`config.mk`:
```
export PLATFORM = sky130hd
export DESIGN_NAME = spi_master_flat
export DESIGN_NICKNAME = d
export VERILOG_FILES = /design/src/rtl/spi_pkg.sv /design/src/rtl/spi_master_if.sv /design/src/rtl/spi_clk_div.sv /design/src/rtl/spi_master.sv /design/src/flat_wrapper.sv
export SDC_FILE = /design/constraint.sdc
export NUM_CORES = 1
export LEC_CHECK = 0
export CAP_MARGIN = 10
export CORE_MARGIN = 1
export CORE_UTILIZATION = 35
export CTS_BUF_LIST = sky130_fd_sc_hd__clkbuf_8
export DETAILED_ROUTE_END_ITERATION = 7
export PLACE_DENSITY = 0.67
export SLEW_MARGIN = 25
export SYNTH_ARGS = -nofsm -noshare
export SYNTH_HDL_FRONTEND = slang
export SYNTH_SLANG_ARGS = --single-unit
```
`constraint.sdc`:
```
create_clock -name CLK -period 5.17 [get_ports CLK]
set_input_delay 1.551 -clock CLK [delete_from_list [all_inputs] [get_ports CLK]]
set_output_delay 1.551 -clock CLK [all_outputs]
set_load 0.01 [all_outputs]
```
`src/rtl/spi_pkg.sv`:
```
// Shared SPI definitions: transfer width and the master FSM state set.
package spi_pkg;

  localparam int SPI_WIDTH    = 8;
  localparam int HALF_PERIODS = 2 * SPI_WIDTH;

  typedef enum logic [2:0] {
    ST_IDLE,
    ST_LEAD,
    ST_XFER,
    ST_TRAIL,
    ST_GAP
  } spiState_e;

endpackage

```
`src/rtl/spi_master_if.sv`:
```
// Host handshake plus SPI bus signals of the SPI master, bundled for port use.
interface spi_master_if;
  import spi_pkg::*;

  logic                 start;
  logic [SPI_WIDTH-1:0] data_to_send;
  logic                 busy;
  logic [SPI_WIDTH-1:0] received_data;
  logic                 data_valid;
  logic                 SCLK;
  logic                 MOSI;
  logic                 MISO;
  logic                 SS;

  modport master (
    input  start, data_to_send, MISO,
    output busy, received_data, data_valid, SCLK, MOSI, SS
  );

  modport slave (
    output start, data_to_send, MISO,
    input  busy, received_data, data_valid, SCLK, MOSI, SS
  );

endinterface

```
`src/rtl/spi_clk_div.sv`:
```
// Half-period tick generator: tick is high in every CLK_DIV-th cycle after a clear.
module spi_clk_div #(
  parameter int CLK_DIV = 4
) (
  input  logic CLK,
  input  logic RESET,
  input  logic clear,
  output logic tick
);

  localparam logic [7:0] LAST = 8'(CLK_DIV - 1);

  logic [7:0] cnt_q;

  assign tick = (cnt_q == LAST);

  // Count cycles since the last clear, wrapping after each tick.
  always_ff @(posedge CLK) begin
    if (RESET || clear || tick) begin
      cnt_q <= '0;
    end else begin
      cnt_q <= cnt_q + 8'd1;
    end
  end

endmodule

```
`src/rtl/spi_master.sv`:
```
// Mode-0 SPI master: one 8-bit MSB-first transfer per accepted start, all outputs registered.
module spi_master
  import spi_pkg::*;
#(
  parameter int CLK_DIV = 4
) (
  input logic          CLK,
  input logic          RESET,
  spi_master_if.master bus
);

  spiState_e state_q, state_d;

  logic [SPI_WIDTH-1:0] txShift_q, txShift_d;
  logic [SPI_WIDTH-1:0] rxShift_q, rxShift_d;
  logic [SPI_WIDTH-1:0] rxData_q, rxData_d;
  logic [3:0]           halfCnt_q, halfCnt_d;
  logic                 sclk_q, sclk_d;
  logic                 mosi_q, mosi_d;
  logic                 ss_q, ss_d;
  logic                 busy_q, busy_d;
  logic                 valid_q, valid_d;

  logic tick;
  logic clear;

  // The divider restarts on every state change so each state lasts whole half-periods.
  assign clear = (state_d != state_q);

  spi_clk_div #(
    .CLK_DIV(CLK_DIV)
  ) u_clkDiv (
    .CLK  (CLK),
    .RESET(RESET),
    .clear(clear),
    .tick (tick)
  );

  assign bus.SS            = ss_q;
  assign bus.SCLK          = sclk_q;
  assign bus.MOSI          = mosi_q;
  assign bus.busy          = busy_q;
  assign bus.data_valid    = valid_q;
  assign bus.received_data = rxData_q;

  // State register; reset aborts any transfer without touching data_valid.
  always_ff @(posedge CLK) begin
    if (RESET) begin
      state_q <= ST_IDLE;
    end else begin
      state_q <= state_d;
    end
  end

  // Next-state and next-output logic; outputs are derived from the state being entered.
  always_comb begin
    state_d   = state_q;
    txShift_d = txShift_q;
    rxShift_d = rxShift_q;
    rxData_d  = rxData_q;
    halfCnt_d = halfCnt_q;
    sclk_d    = sclk_q;
    mosi_d    = mosi_q;
    valid_d   = 1'b0;

    unique case (state_q)
      ST_IDLE: begin
        if (bus.start) begin
          state_d   = ST_LEAD;
          txShift_d = bus.data_to_send;
          mosi_d    = bus.data_to_send[SPI_WIDTH-1];
          rxShift_d = '0;
          halfCnt_d = '0;
        end
      end
      ST_LEAD: begin
        if (tick) begin
          state_d   = ST_XFER;
          sclk_d    = 1'b1;
          rxShift_d = {rxShift_q[SPI_WIDTH-2:0], bus.MISO};
          halfCnt_d = '0;
        end
      end
      ST_XFER: begin
        if (tick) begin
          halfCnt_d = halfCnt_q + 4'd1;
          if (!halfCnt_q[0]) begin
            sclk_d = 1'b0;
            if (halfCnt_q != 4'(HALF_PERIODS - 2)) begin
              txShift_d = txShift_q << 1;
              mosi_d    = txShift_q[SPI_WIDTH-2];
            end
          end else if (halfCnt_q == 4'(HALF_PERIODS - 1)) begin
            state_d = ST_TRAIL;
          end else begin
            sclk_d    = 1'b1;
            rxShift_d = {rxShift_q[SPI_WIDTH-2:0], bus.MISO};
          end
        end
      end
      ST_TRAIL: begin
        if (tick) begin
          state_d  = ST_GAP;
          rxData_d = rxShift_q;
          valid_d  = 1'b1;
        end
      end
      ST_GAP: begin
        if (tick) begin
          state_d = ST_IDLE;
        end
      end
      default: begin
        state_d = ST_IDLE;
      end
    endcase

    ss_d   = !((state_d == ST_LEAD) || (state_d == ST_XFER) || (state_d == ST_TRAIL));
    busy_d = (state_d != ST_IDLE);
  end

  // Datapath and output registers.
  always_ff @(posedge CLK) begin
    if (RESET) begin
      txShift_q <= '0;
      rxShift_q <= '0;
      rxData_q  <= '0;
      halfCnt_q <= '0;
      sclk_q    <= 1'b0;
      mosi_q    <= 1'b0;
      ss_q      <= 1'b1;
      busy_q    <= 1'b0;
      valid_q   <= 1'b0;
    end else begin
      txShift_q <= txShift_d;
      rxShift_q <= rxShift_d;
      rxData_q  <= rxData_d;
      halfCnt_q <= halfCnt_d;
      sclk_q    <= sclk_d;
      mosi_q    <= mosi_d;
      ss_q      <= ss_d;
      busy_q    <= busy_d;
      valid_q   <= valid_d;
    end
  end

endmodule

```
`src/flat_wrapper.sv`:
```
// flat-port wrapper written by rule: the top's interface ports become plain ports
module spi_master_flat import spi_pkg::*;
#(
  parameter int CLK_DIV = 4
)
  (CLK, RESET, bus_start, bus_data_to_send, bus_MISO, bus_busy, bus_received_data, bus_data_valid, bus_SCLK, bus_MOSI, bus_SS);
  spi_master_if bus_i ();
  input logic CLK;
  input logic RESET;
  input wire logic [$bits(bus_i.start)-1:0] bus_start;
  input wire logic [$bits(bus_i.data_to_send)-1:0] bus_data_to_send;
  input wire logic [$bits(bus_i.MISO)-1:0] bus_MISO;
  output wire logic [$bits(bus_i.busy)-1:0] bus_busy;
  output wire logic [$bits(bus_i.received_data)-1:0] bus_received_data;
  output wire logic [$bits(bus_i.data_valid)-1:0] bus_data_valid;
  output wire logic [$bits(bus_i.SCLK)-1:0] bus_SCLK;
  output wire logic [$bits(bus_i.MOSI)-1:0] bus_MOSI;
  output wire logic [$bits(bus_i.SS)-1:0] bus_SS;
  assign bus_i.start = bus_start;
  assign bus_i.data_to_send = bus_data_to_send;
  assign bus_i.MISO = bus_MISO;
  assign bus_busy = bus_i.busy;
  assign bus_received_data = bus_i.received_data;
  assign bus_data_valid = bus_i.data_valid;
  assign bus_SCLK = bus_i.SCLK;
  assign bus_MOSI = bus_i.MOSI;
  assign bus_SS = bus_i.SS;
  spi_master #(.CLK_DIV(CLK_DIV)) u_core (.CLK(CLK), .RESET(RESET), .bus(bus_i));
endmodule
```
==> run_results.csv <==
group,metric,value,unit
run_status,status,"complete, no violations",
layout,multi_input_area,998.5,µm²
die,die-width,76.89,µm
sta,drv_slew,0,
critical_path,critPathBufInv,2,
hold_path,hold_path.class,"flip-flop to flip-flop",
critical_path,rr_worst_depth,5,
place,placed_area,2243,µm²
critical_path,crit_fanout,17,
die,initial_core_util,0.3748,
die,dieArea,5912,µm²
sta,min_period,3.265,ns
layout,seqCellArea,860.8,µm²
synth,syn_nets,231,
critical_path,cp_top_family,"buffers and inverters",
detailed_routing,via_per_inst,5.225,
detailed_routing,drt_iter0_markers,81,
layout,fin_nets,251,
detailed_routing,wl_per_cell,12.87,µm
cts,root_buffer,"clkbuf_8",
sta,finClkSkew,0.008105,ns
sta,finalHoldViolCount,0,
cts,postCtsResizedCells,0,
power,pwr-share-seq,0.520,
global_route,grt_pass1_vias,1501,
global_route,grt_start_max_net_pins,19,
power,cellPowerDensity,284.2,nW/µm²
sta,setup_viol,0,
cts,cts_buffer_depth,2,
global_route,antenna_found_initial,0,
sta,timing.setup.tns,0,ns
layout,antennaDiodeCount,0,
layout,fin_area,2356,µm²
critical_path,reg2reg_from,"u_core.u_clkDiv.cnt_q[0]$_SDFF_PP0_",
hold_path,hold_start,"u_core.rxShift_q[7]$_SDFFE_PP0P_",
detailed_routing,wl,3951,µm
synth,synth_edf_count,0,
place,portBuffers,24,
critical_path,crit_type,"input pin to flip-flop",
sta,max-slew-margin-rel,0.4284,
cts,clock_latency,0.30,ns
cts,cts_setup_buffers,0,
sta,fmax,0.3062,GHz
sta,worst_slew_pin_slew,0.8509,ns
die,dieHeight,76.89,µm
die,rows,26,
hold_path,min_path_cells,2,
die,io_pins,25,
place,pre_cts_ws,1.552,ns
synth,netlist_area,1963,µm²
critical_path,start_kind,"input pin",
critical_path,critPathCaptureType,"flip-flop",
critical_path,cp_slowest_cell,"nor3_1",
synth,yosysWarnings,0,
detailed_routing,ant_nets,0,
detailed_routing,num_vias,1604,
synth,syn_area_per_cell,9.089,µm²
layout,final_layout_size_suffix_gt1_frac,0.06751,
critical_path,crit_required,5.40,ns
detailed_routing,drc,0,
synth,ys_ff_latch,43,
sta,rsz0062_at_grt,"false",
place,dp_cells,299,
job,max-cap-violations,0,
critical_path,arrival,3.50,ns
synth,yosys.cell_types.count,43,
synth,synthFlopType,"dfxtp_1",
power,pwr-share-clk,0.396,
global_route,grt_usage,0.1433,
cts,cts_tree,"done",
global_route,grt_overflow_total,0,
synth,synthCells,216,
global_route,grt_pass1_wl,6789,µm
layout,area_growth,20.01,%
die,core,5238,µm²
detailed_routing,drt_pass1_iterations,4,
critical_path,r2r-end,"u_core.txShift_q[0]$_SDFFE_PP0P_",
sta,worst_slack,1.905,ns
hold_path,hold_end,"u_core.rxShift_q[7]$_SDFFE_PP0P_",
layout,mostFrequentLayoutCells,"dfxtp_1, clkdlybuf4s50_1, nor2_1, nand2_1, mux2i_1",
cts,path_clk_slew,0.09,ns
cts,cts_buffers,5,
critical_path,cp_slowest_stage_delay,0.71,ns
layout,final_common_cell,"dfxtp_1",
power,max-vdd-ir-drop,143.4,µV
layout,fin_cells,307,
power,p_leak,0.9427,nW
sta,finalCritPeriodShare,0.6316,
synth,synth_async_sr_flop_share,0,
power,power.share.switching,0.2355,
cts,clock-sinks,43,
critical_path,path_cells,"clkdlybuf4s50_1, buf_4, nor3_1, nand2_1, mux2i_1",
cts,htree_num_levels,2,
place,dp_hpwl,2727,µm
layout,nFillCells,508,
place,place_congestion,0.8593,
power,p_int,511.8,µW
power,switchingPower,157.6,µW
synth,seq_area_frac_synth,0.4385,
power,power_frac_comb,0.084,
critical_path,r2r_setup_slack,2.67,ns
cts,postCtsHoldBufs,0,
## per-stage QoR
step	hold WS, ns	util	power, mW
after floorplan	0.4373	-	0.3915
after global placement	0.4542	0.4283	0.4108
after detailed placement	0.4614	0.4283	0.4113
after CTS	0.4739	0.4498	0.6730
after global routing	0.4861	0.4498	0.6935
final	0.4761	0.4498	0.6695
## sequential cells by signal, summed over array words and instances, names as in the netlist
register,flops
u_core.bus.SCLK,1
u_core.halfCnt_q,4
u_core.bus.received_data,8
u_core.rxShift_q,8
u_core.state_q,3
u_core.bus.MOSI,1
u_core.u_clkDiv.cnt_q,8
u_core.bus.data_valid,1
u_core.bus.SS,1
u_core.bus.busy,1
u_core.txShift_q,7
## synthesized netlist by cell type (3+ instances only)
| library cell | n | area (µm²) |
|---|---|---|
| inv_1 | 12 | 45.04 |
| nor2b_1 | 4 | 25.02 |
| nand4_1 | 3 | 18.77 |
| clkbuf_1 | 9 | 33.78 |
| dfxtp_1 | 43 | 860.8 |
| a311oi_1 | 8 | 70.07 |
| nor2_1 | 22 | 82.58 |
| ha_1 | 3 | 37.54 |
| a221oi_1 | 7 | 61.31 |
| nand2_1 | 21 | 78.83 |
| a21oi_1 | 5 | 25.02 |
| and2_1 | 9 | 56.30 |
| nand3_1 | 10 | 50.05 |
| xor2_1 | 5 | 43.79 |
| mux2i_1 | 17 | 170.2 |
| and3_1 | 3 | 18.77 |
## power by group through the flow
stage	combinational (mW)	clock (mW)	sequential [mW]
5_1_grt	0.0617	0.283	0.349
4_1_cts	0.0563	0.269	0.348
3_5_place_dp	0.0560	0	0.355
6_report	0.0561	0.265	0.348
3_3_place_gp	0.0555	0	0.355
2_1_floorplan	0.0382	0	0.353
## metal layers
metal,track usage,vias to the layer above,share of wire
met3,0.03333,5,0.031
met2,0.2330,28,0.47
li1,-,815,-
met5,0,-,0
met4,0.05769,0,0.013
met1,0.1814,756,0.49
## worst reg2reg max path: cells and delay by family (launching register included)
kind	cells	cell delay, ns
simple gates	2	1.06
compound gates	2	0.70
flops	1	0.40
fa+ha+maj	1	0.28
## worst max path at each step
| stage | start | endpoint | depth (start not counted) |
|---|---|---|---|
| 2_1_floorplan | RESET | u_core.rxShift_q[0]$_SDFFE_PP0P_ | 4 |
| 3_3_place_gp | RESET | u_core.u_clkDiv.cnt_q[6]$_SDFF_PP0_ | 5 |
| 3_5_place_dp | RESET | u_core.u_clkDiv.cnt_q[6]$_SDFF_PP0_ | 5 |
| 4_1_cts | RESET | u_core.u_clkDiv.cnt_q[6]$_SDFF_PP0_ | 5 |
| 5_1_grt | RESET | u_core.u_clkDiv.cnt_q[7]$_SDFF_PP0_ | 5 |
| 6_report | RESET | u_core.rxShift_q[2]$_SDFFE_PP0P_ | 5 |
## kinds of logic after synthesis
logic type | share of synthesized area
DFF | 0.4385
AOI/OAI and AO/OA | 0.1511
xor gates and xnor gates | 0.03123
adders and majority gates | 0.01912
and+or+nand+nor | 0.2205
muxes | 0.08668
buffers and inverters | 0.05290
## cell type report
| class | instances | share of cell area |
|---|---|---|
| multi-input cells | 148 | 0.4238 |
| flip-flops and latches | 43 | 0.3654 |
| repair buffers | 25 | 0.1052 |
| well taps | 70 | 0.03717 |
| clock buffers | 5 | 0.02921 |
| inverters | 13 | 0.02071 |
| clock inverters | 3 | 0.01859 |
No activity file was read; power rests on OpenSTA's default activity.
==> variant: new RTL, same settings <==
`SPI_WIDTH`: 8 -> 10.
--- a/src/rtl/spi_pkg.sv
+++ b/src/rtl/spi_pkg.sv
@@ -1,7 +1,7 @@
 // Shared SPI definitions: transfer width and the master FSM state set.
 package spi_pkg;
 
-  localparam int SPI_WIDTH    = 8;
+  localparam int SPI_WIDTH    = 10;
   localparam int HALF_PERIODS = 2 * SPI_WIDTH;
 
   typedef enum logic [2:0] {
Ports: changed (resized bus_data_to_send and bus_received_data); port bits go from 25 to 29. The function was not compared with the original's and may differ.
==> variant against the unedited design <==
- core utilization is 0.52 points lower
- clock skew rose by 0.0038 ns
- total power up 20%
- sequential cell count rose by 6
- wire length increased by 7.9%
- cell area is 13% higher
- area after synthesis is 13% higher
- via count is 5.0% higher
- critical endpoint is now u_core.u_clkDiv.cnt_q[3]
- final cell count is 6.8% higher
- sequential share of layout area increased by 0.29 points
- worst setup slack lost 0.037 ns
- worst hold slack got worse by 0.0052 ns
==> variant: results <==
[outcome]
status = "finished clean"

[setup_path]
cp.arrival_ns = 3.54
r2r_end = "u_core.bus.received_data[2]"
cpPeakStageDelay_ns = 0.75
crit_end = "u_core.u_clkDiv.cnt_q[3]"
crit_fanout = 19
critPathSlowestCell = "clkdlybuf4s50_1"
reg2reg_slack_ns = 2.89

[logic_synthesis]
ys_top_cells_by_area = "dfxtp_1 (44%), mux2i_1 (13%), a211oi_2 (5.7%)"
postSynthAreaPerCell_um2 = 9.57
synth_common_cells = "dfxtp_1 (49), mux2i_1 (29), nor2_1 (25), nand2_1 (24), a21oi_1 (15)"
synthesis.nets = 248
yosysSeqAreaShare_pct = 44.4
ys_types = 42

[cells_and_area]
seq_area_um2 = 981
clock_cell_area_share_pct = 5.17
layout.nonclk_buf_share_pct = 11.1
drive_above_1_share_pct = 11.1
syn2layout_area_growth_pct = 20.5
n_fill_cell = 572
multi_input_area_mm2 = 0.00114
nNetsFinal = 269

[detailed_routing]
finalWirelength_um = 4260
wl_per_cell_um = 13.0
drtIter0Drc = 78

[power]
ir_worst_vdd_mv = 0.144
p_comb_w = 0.0000775
power_leakage_nw = 1.08
p_clk_w = 0.000328
p_sw_w = 0.000182
pwr-share-clk_pct = 40.9

[grt]
grt_usage_pct = 14.4
grt_max_degree = 20

[placement]
gp_congestion = 0.807
pre_cts_ws_ns = 1.45
place_area_mm2 = 0.00252
dpl.hpwl_um = 2930

[timing]
hold_ws_ns = 0.471
skew_ns = 0.0119
period_share_pct = 63.9
worst_pin_slew_ns = 0.748

[min_path]
hold_end = "u_core.rxShift_q[9]"
worstHoldStart = "u_core.rxShift_q[9]"
variant: cell count changes after synthesis, sizes merged, moves of 4 or more:
| cell | unedited run | this run |
|---|---|---|
| inv | 13 | 4 |
| mux2i | 17 | 29 |
| a211oi | 1 | 10 |
| a21oi | 5 | 15 |
| buf | 3 | 7 |
| and2 | 9 | 2 |
| a221oi | 7 | 0 |
| dfxtp | 43 | 49 |
| a311oi | 8 | 0 |
variant: worst max-delay path, delay by kind of cell:
family,cells,cell delay [ns]
buffers and inverters,2,1.14
AND/OR/NAND/NOR,2,0.84
variant: kinds of logic after synthesis:
group / count (synthesis) / share of synthesized area [%]
compound gates: 37 / 13.5
xor+xnor: 8 / 3.17
fa+ha+maj: 3 / 1.70
buf+inv: 20 / 4.53
flops: 49 / 44.4
mux: 29 / 13.1
simple gates: 85 / 19.6
variant: layer usage:
metal	vias up	global-route usage, %	routed length (µm)
li1	857	-	-
met1	786	17.2	1990
met2	33	23.4	1970
met3	9	4.22	206
met4	0	7.14	95
met5	-	0	0
